## config.mk

```make
export PLATFORM = sky130hd
export DESIGN_NAME = instr_sequencer
export DESIGN_NICKNAME = d
export VERILOG_FILES = /design/src/rtl/instr_sequencer.sv
export SDC_FILE = /design/constraint.sdc
export NUM_CORES = 1
export LEC_CHECK = 0
export CAP_MARGIN = 20
export CORE_ASPECT_RATIO = 0.6
export CORE_MARGIN = 3
export CORE_UTILIZATION = 45
export CTS_CLUSTER_DIAMETER = 150
export DETAILED_ROUTE_END_ITERATION = 16
export PLACE_DENSITY = 0.86
export SETUP_SLACK_MARGIN = 0.2
export SYNTH_ARGS = -nofsm -noshare
export SYNTH_HDL_FRONTEND = slang
export SYNTH_SLANG_ARGS = --single-unit
```

## constraint.sdc

```tcl
create_clock -name clk -period 2.1 [get_ports clk]
set_input_delay 0.21 -clock clk [delete_from_list [all_inputs] [get_ports clk]]
set_output_delay 0.21 -clock clk [all_outputs]
set_load 0.005 [all_outputs]
```

## src/rtl/instr_sequencer.sv

```systemverilog
// instr_sequencer: small instruction FIFO in front of a one-at-a-time decoder/FSM
// that drives the shared datapath (regfile, A/B/C regs, shifter, ALU, status).
// Optional build macro SEQ_PERF_CNT_EN adds instr_cnt/busy_cnt performance counters.
// Handshake: a word transfers on the rising edge where in_valid and in_ready are both 1;
// in_ready depends only on FIFO occupancy (never on in_valid), and a full FIFO refuses
// the push even if a pop happens on the same edge.
// state_dbg mirrors the FSM state for debug and assertion binding.
module instr_sequencer #(
   parameter int FIFO_DEPTH = 2
) (
   input  logic        clk,
   input  logic        rst_n,
   input  logic        in_valid,
   output logic        in_ready,
   input  logic [15:0] instr,
   output logic [2:0]  r_num,
   output logic [2:0]  w_num,
   output logic        w_en,
   output logic [1:0]  wb_sel,
   output logic [15:0] sximm8,
   output logic [1:0]  shift_op,
   output logic [1:0]  ALU_op,
   output logic        en_A,
   output logic        en_B,
   output logic        en_C,
   output logic        en_status,
   output logic        sel_A,
   output logic        sel_B,
   output logic        idle,
   output logic        done,
   output logic        illegal,
   output logic [2:0]  state_dbg
`ifdef SEQ_PERF_CNT_EN
   ,
   output logic [15:0] instr_cnt,
   output logic [15:0] busy_cnt
`endif
);

   localparam int AW = (FIFO_DEPTH > 1) ? $clog2(FIFO_DEPTH) : 1;
   localparam logic [AW:0] FULL_CNT = (AW+1)'(FIFO_DEPTH);

   typedef enum logic [2:0] {
      S_IDLE   = 3'd0,
      S_GET_A  = 3'd1,
      S_GET_B  = 3'd2,
      S_EXEC   = 3'd3,
      S_WB     = 3'd4,
      S_WB_IMM = 3'd5,
      S_BAD    = 3'd6
   } state_t;

   state_t        state;
   logic [15:0]   ir;
   logic [15:0]   mem [FIFO_DEPTH];
   logic [AW-1:0] wr_ptr;
   logic [AW-1:0] rd_ptr;
   logic [AW:0]   count;
   logic          full;
   logic          empty;
   logic          push;
   logic          pop;
   logic [15:0]   head;

   // Decode helpers for the popped word (head) and the current IR.
   logic h_movi, h_mov, h_mvn, h_alu3;
   logic ir_cmp;

   assign full      = (count == FULL_CNT);
   assign empty     = (count == '0);
   assign in_ready  = ~full;
   assign push      = in_valid & ~full;
   assign pop       = (state == S_IDLE) & ~empty;
   assign head      = mem[rd_ptr];

   assign h_movi    = (head[15:11] == 5'b11010);
   assign h_mov     = (head[15:11] == 5'b11000);
   assign h_mvn     = (head[15:11] == 5'b10111);
   assign h_alu3    = (head[15:13] == 3'b101) & ~h_mvn;
   assign ir_cmp    = (ir[15:11] == 5'b10101);

   assign sximm8    = {{8{ir[7]}}, ir[7:0]};
   assign sel_B     = 1'b0;
   assign idle      = (state == S_IDLE) & empty;
   assign state_dbg = state;

   // MOV forces the ALU to pass-through (op 00); otherwise the opcode's op field.
   function automatic logic [1:0] alu_op_of(input logic [15:0] w);
      return (w[15:13] == 3'b110) ? 2'b00 : w[12:11];
   endfunction

   // MOV and MVN take only the shifted Rm, so the A operand is forced to zero.
   function automatic logic sel_a_of(input logic [15:0] w);
      return (w[15:13] == 3'b110) | (w[12:11] == 2'b11);
   endfunction

   // FIFO storage: written on an accepted push, no reset needed for the data.
   always_ff @(posedge clk) begin
      if (push) mem[wr_ptr] <= instr;
   end

   // FIFO pointers and occupancy; pointers wrap naturally at the power-of-two depth.
   always_ff @(posedge clk) begin
      if (!rst_n) begin
         wr_ptr <= '0;
         rd_ptr <= '0;
         count  <= '0;
      end else begin
         if (push) wr_ptr <= wr_ptr + AW'(1);
         if (pop)  rd_ptr <= rd_ptr + AW'(1);
         count <= count + (AW+1)'(push) - (AW+1)'(pop);
      end
   end

   // Sequencing FSM: every output is registered and set for the state being entered.
   always_ff @(posedge clk) begin
      if (!rst_n) begin
         state     <= S_IDLE;
         ir        <= '0;
         r_num     <= '0;
         w_num     <= '0;
         w_en      <= 1'b0;
         wb_sel    <= '0;
         shift_op  <= '0;
         ALU_op    <= '0;
         en_A      <= 1'b0;
         en_B      <= 1'b0;
         en_C      <= 1'b0;
         en_status <= 1'b0;
         sel_A     <= 1'b0;
         done      <= 1'b0;
         illegal   <= 1'b0;
      end else begin
         r_num     <= '0;
         w_num     <= '0;
         w_en      <= 1'b0;
         wb_sel    <= '0;
         shift_op  <= '0;
         ALU_op    <= '0;
         en_A      <= 1'b0;
         en_B      <= 1'b0;
         en_C      <= 1'b0;
         en_status <= 1'b0;
         sel_A     <= 1'b0;
         done      <= 1'b0;
         illegal   <= 1'b0;
         case (state)
            S_IDLE: begin
               if (pop) begin
                  ir <= head;
                  if (h_alu3) begin
                     state <= S_GET_A;
                     r_num <= head[10:8];
                     en_A  <= 1'b1;
                  end else if (h_mov | h_mvn) begin
                     state    <= S_GET_B;
                     r_num    <= head[2:0];
                     en_B     <= 1'b1;
                     ALU_op   <= alu_op_of(head);
                     sel_A    <= sel_a_of(head);
                     shift_op <= head[4:3];
                  end else if (h_movi) begin
                     state  <= S_WB_IMM;
                     w_num  <= head[10:8];
                     wb_sel <= 2'b10;
                     w_en   <= 1'b1;
                     done   <= 1'b1;
                  end else begin
                     state   <= S_BAD;
                     illegal <= 1'b1;
                  end
               end
            end
            S_GET_A: begin
               state    <= S_GET_B;
               r_num    <= ir[2:0];
               en_B     <= 1'b1;
               ALU_op   <= alu_op_of(ir);
               sel_A    <= sel_a_of(ir);
               shift_op <= ir[4:3];
            end
            S_GET_B: begin
               state    <= S_EXEC;
               ALU_op   <= alu_op_of(ir);
               sel_A    <= sel_a_of(ir);
               shift_op <= ir[4:3];
               if (ir_cmp) begin
                  en_status <= 1'b1;
                  done      <= 1'b1;
               end else begin
                  en_C <= 1'b1;
               end
            end
            S_EXEC: begin
               if (ir_cmp) begin
                  state <= S_IDLE;
               end else begin
                  state    <= S_WB;
                  ALU_op   <= alu_op_of(ir);
                  sel_A    <= sel_a_of(ir);
                  shift_op <= ir[4:3];
                  w_num    <= ir[7:5];
                  wb_sel   <= 2'b00;
                  w_en     <= 1'b1;
                  done     <= 1'b1;
               end
            end
            default: state <= S_IDLE;
         endcase
      end
   end

`ifdef SEQ_PERF_CNT_EN
   // Performance counters: completed instructions and non-idle cycles, wrapping at 16 bits.
   always_ff @(posedge clk) begin
      if (!rst_n) begin
         instr_cnt <= '0;
         busy_cnt  <= '0;
      end else begin
         if (done)              instr_cnt <= instr_cnt + 16'd1;
         if (state != S_IDLE)   busy_cnt  <= busy_cnt + 16'd1;
      end
   end
`endif

endmodule

```

==> impl_metrics.ini <==
[timing]
drv_slew = 0
fin_crit_ps = 1820
setup_viol = 0
hold_viol = 0
skew_ps = 7.24
max_slew_margin_pct = 57.5
worstMarginPinSlew_ps = 633
grt_setup_unrepaired = true
fin_crit_sh_pct = 86.9
fmax_mhz = 548
setup_tns_ps = 0

[synth]
synth_top_area_share_pct = 33.0
synth_area_leaders = edfxtp_1 (33%), dfxtp_1 (28%), mux2i_1 (5.2%)
netlist_area_um2 = 2910
yosys-top-cells-count = dfxtp_1 (40), edfxtp_1 (32), nor2_1 (24)
synth.yosys.seq_area_share_pct = 60.6
ys_ff_latch = 72
synth.most_common_cell = dfxtp_1
synth_warnings = 0
yosysUniqueCellTypes = 42
syn_avg_cell_area_um2 = 12.1
yosysTopAreaCell = edfxtp_1
synth-edff-count = 32
yosys_most_used_dff = dfxtp_1
netlist_instances = 240
async_reset_ff_share_pct = 0

[power_and_ir_drop]
total_leakage_power_nw = 1.30
ir_drop_uv = 528
pwr_density_cell_nw_per_um2 = 1270

[clock_network]
cts_root_buf = clkbuf_8
cts_buffers = 9
clk_latency_ps = 350
cts_sinks = 72
cts_tree = built
path_clk_slew_ps = 80
htreeDepth = 3
clock_path_buffers = 2

[floorplanning]
core_area_um2 = 5910
die-width_um = 110
ios = 61
rows = 21
design.die.area_um2 = 7490
fp.dieH_um = 68.3
initial_core_util_pct = 49.2

[grt]
grt_pass1_vias = 1862
grt_pass1_wl_um = 9670
antenna_found_initial = 0
grt_max_degree = 29
grt-ovfl-total = 0
grt.total_usage_pct = 17.8

[placed_design]
numPortBuffers = 58
gp_congestion = 0.830
placed_area_um2 = 3470
dp_hpwl_um = 4470
dp_cells = 359

[hold_path]
hold_class = in2reg

[routing]
wirelength_um = 6120
drt-initial-drc-count = 131
vias = 1975
wl_per_cell_um = 16.3
via_per_inst = 5.25
drt.antenna.violating_nets = 0
drc = 0
drt_pass1_iterations = 4

[setup_path]
path_class = reg2reg
crit_required_ps = 2340
cp-start-kind = register
worstPathMaxFanout = 6
end_kind = register
arrival_ps = 2060

[finish]
layout-drive-gt1-share_pct = 13.9
area.growth.synth_to_final_pct = 27.2
fin_nets = 312
n_fill_cell = 486
seq_area_um2 = 1770
final_area_um2 = 3700
multi_input_area_um2 = 995
final_cells = 376
n_antenna_cell = 0

[run_status]
status = complete, no violations

[run]
maxCapViolCount = 0
-- layout make-up --
type	instances	share of cell area (%)
Tap cell	80	2.71
Inverter	3	0.304
Multi-Input combinational cell	140	26.9
Clock buffer	9	3.35
Timing Repair Buffer	65	17.3
Clock inverter	7	1.69
Sequential cell	72	47.8
-- registers in the layout, summed over array words and instances (netlist names), named ones only --
signal     count
ALU_op         2
count          2
done           1
en_A           1
en_B           1
en_C           1
en_status      1
illegal        1
ir            13
mem           32
r_num          3
rd_ptr         1
sel_A          1
shift_op       2
state_dbg      3
w_en           1
w_num          3
wb_sel         1
wr_ptr         1
-- layer usage --
metal | GRT usage, % | up-vias | wire (um)
met1 | 25.0 | 921 | 2910
met3 | 6.88 | 11 | 554
met5 | 0 | - | 0
met4 | 7.15 | 0 | 114
met2 | 24.4 | 86 | 2540
li1 | - | 957 | -
-- through the flow --
step	worst slack, ps	total power, mW	hold WS [ps]	utilization [%]
floorplan	39.0	3.13	309	-
global placement	324	3.55	483	58.8
detailed placement	227	3.61	484	58.8
CTS	177	4.66	430	62.1
global route	178	4.97	424	62.6
finish	276	4.68	440	62.6
-- power by group --
part | internal [mW] | switching, mW | total (mW)
sequential | 1.77 | 0.240 | 2.01
combinational | 0.843 | 0.788 | 1.63
clock | 0.537 | 0.503 | 1.04
total | 3.15 | 1.53 | 4.68
-- cell usage in the layout, fill, tap and decap left out, drive strengths merged, types with 6 or more instances in the layout --
| cell | Yosys | layout |
|---|---|---|
| a211oi | 14 | 14 |
| clkbuf | 1 | 9 |
| nor2 | 25 | 25 |
| nand2 | 18 | 18 |
| clkinv | 1 | 6 |
| nand2b | 8 | 8 |
| nor3 | 10 | 10 |
| clkdlybuf4s50 | 0 | 57 |
| edfxtp | 32 | 32 |
| buf | 25 | 7 |
| mux2i | 15 | 15 |
| dfxtp | 40 | 40 |
-- repair_timing --
| action | in CTS | in global routing |
|---|---|---|
| hold endpoints to repair | 0 | 0 |
| pin swaps | 1 | 1 |
| setup endpoints to repair | 1 | 11 |
| hold buffers | 0 | 0 |
| setup buffers | 1 | 0 |
| resized for setup | 2 | 7 |
-- final timing paths --
check / startpoint / end / slack [ps] / depth (start not counted)
max reg2reg: state_dbg[2] / count[1] / 280 / 9
min reg2reg: ir[4] / shift_op[1] / 500 / 2
max: state_dbg[2] / count[1] / 280 / 9
min: instr[10] / mem[1][10] / 440 / 1
-- critical path, stage by stage, from the launching register on --
cell and delay [ps]:
dfxtp_4 370, or3_4 380, buf_6 150, nor2_4 110, ha_4 210, inv_2 60, ha_4 130, xor2_2 130
xnor2_1 130, nor2_1 60
-- logic make-up (layout without fill, tap and decap cells) --
| group | count (synthesis) | after routing | synth area share (%) |
|---|---|---|---|
| and+or+nand+nor | 85 | 85 | 16.3 |
| DFF | 72 | 72 | 60.6 |
| AOI/OAI and AO/OA | 31 | 31 | 8.39 |
| buffers and inverters | 29 | 84 | 7.10 |
| muxes | 15 | 15 | 5.16 |
| xor gates and xnor gates | 5 | 5 | 1.51 |
| adders and majority gates | 2 | 2 | 0.860 |
| other | 1 | 2 | 0.129 |
Note: power is estimated with default switching activity, not from simulation.
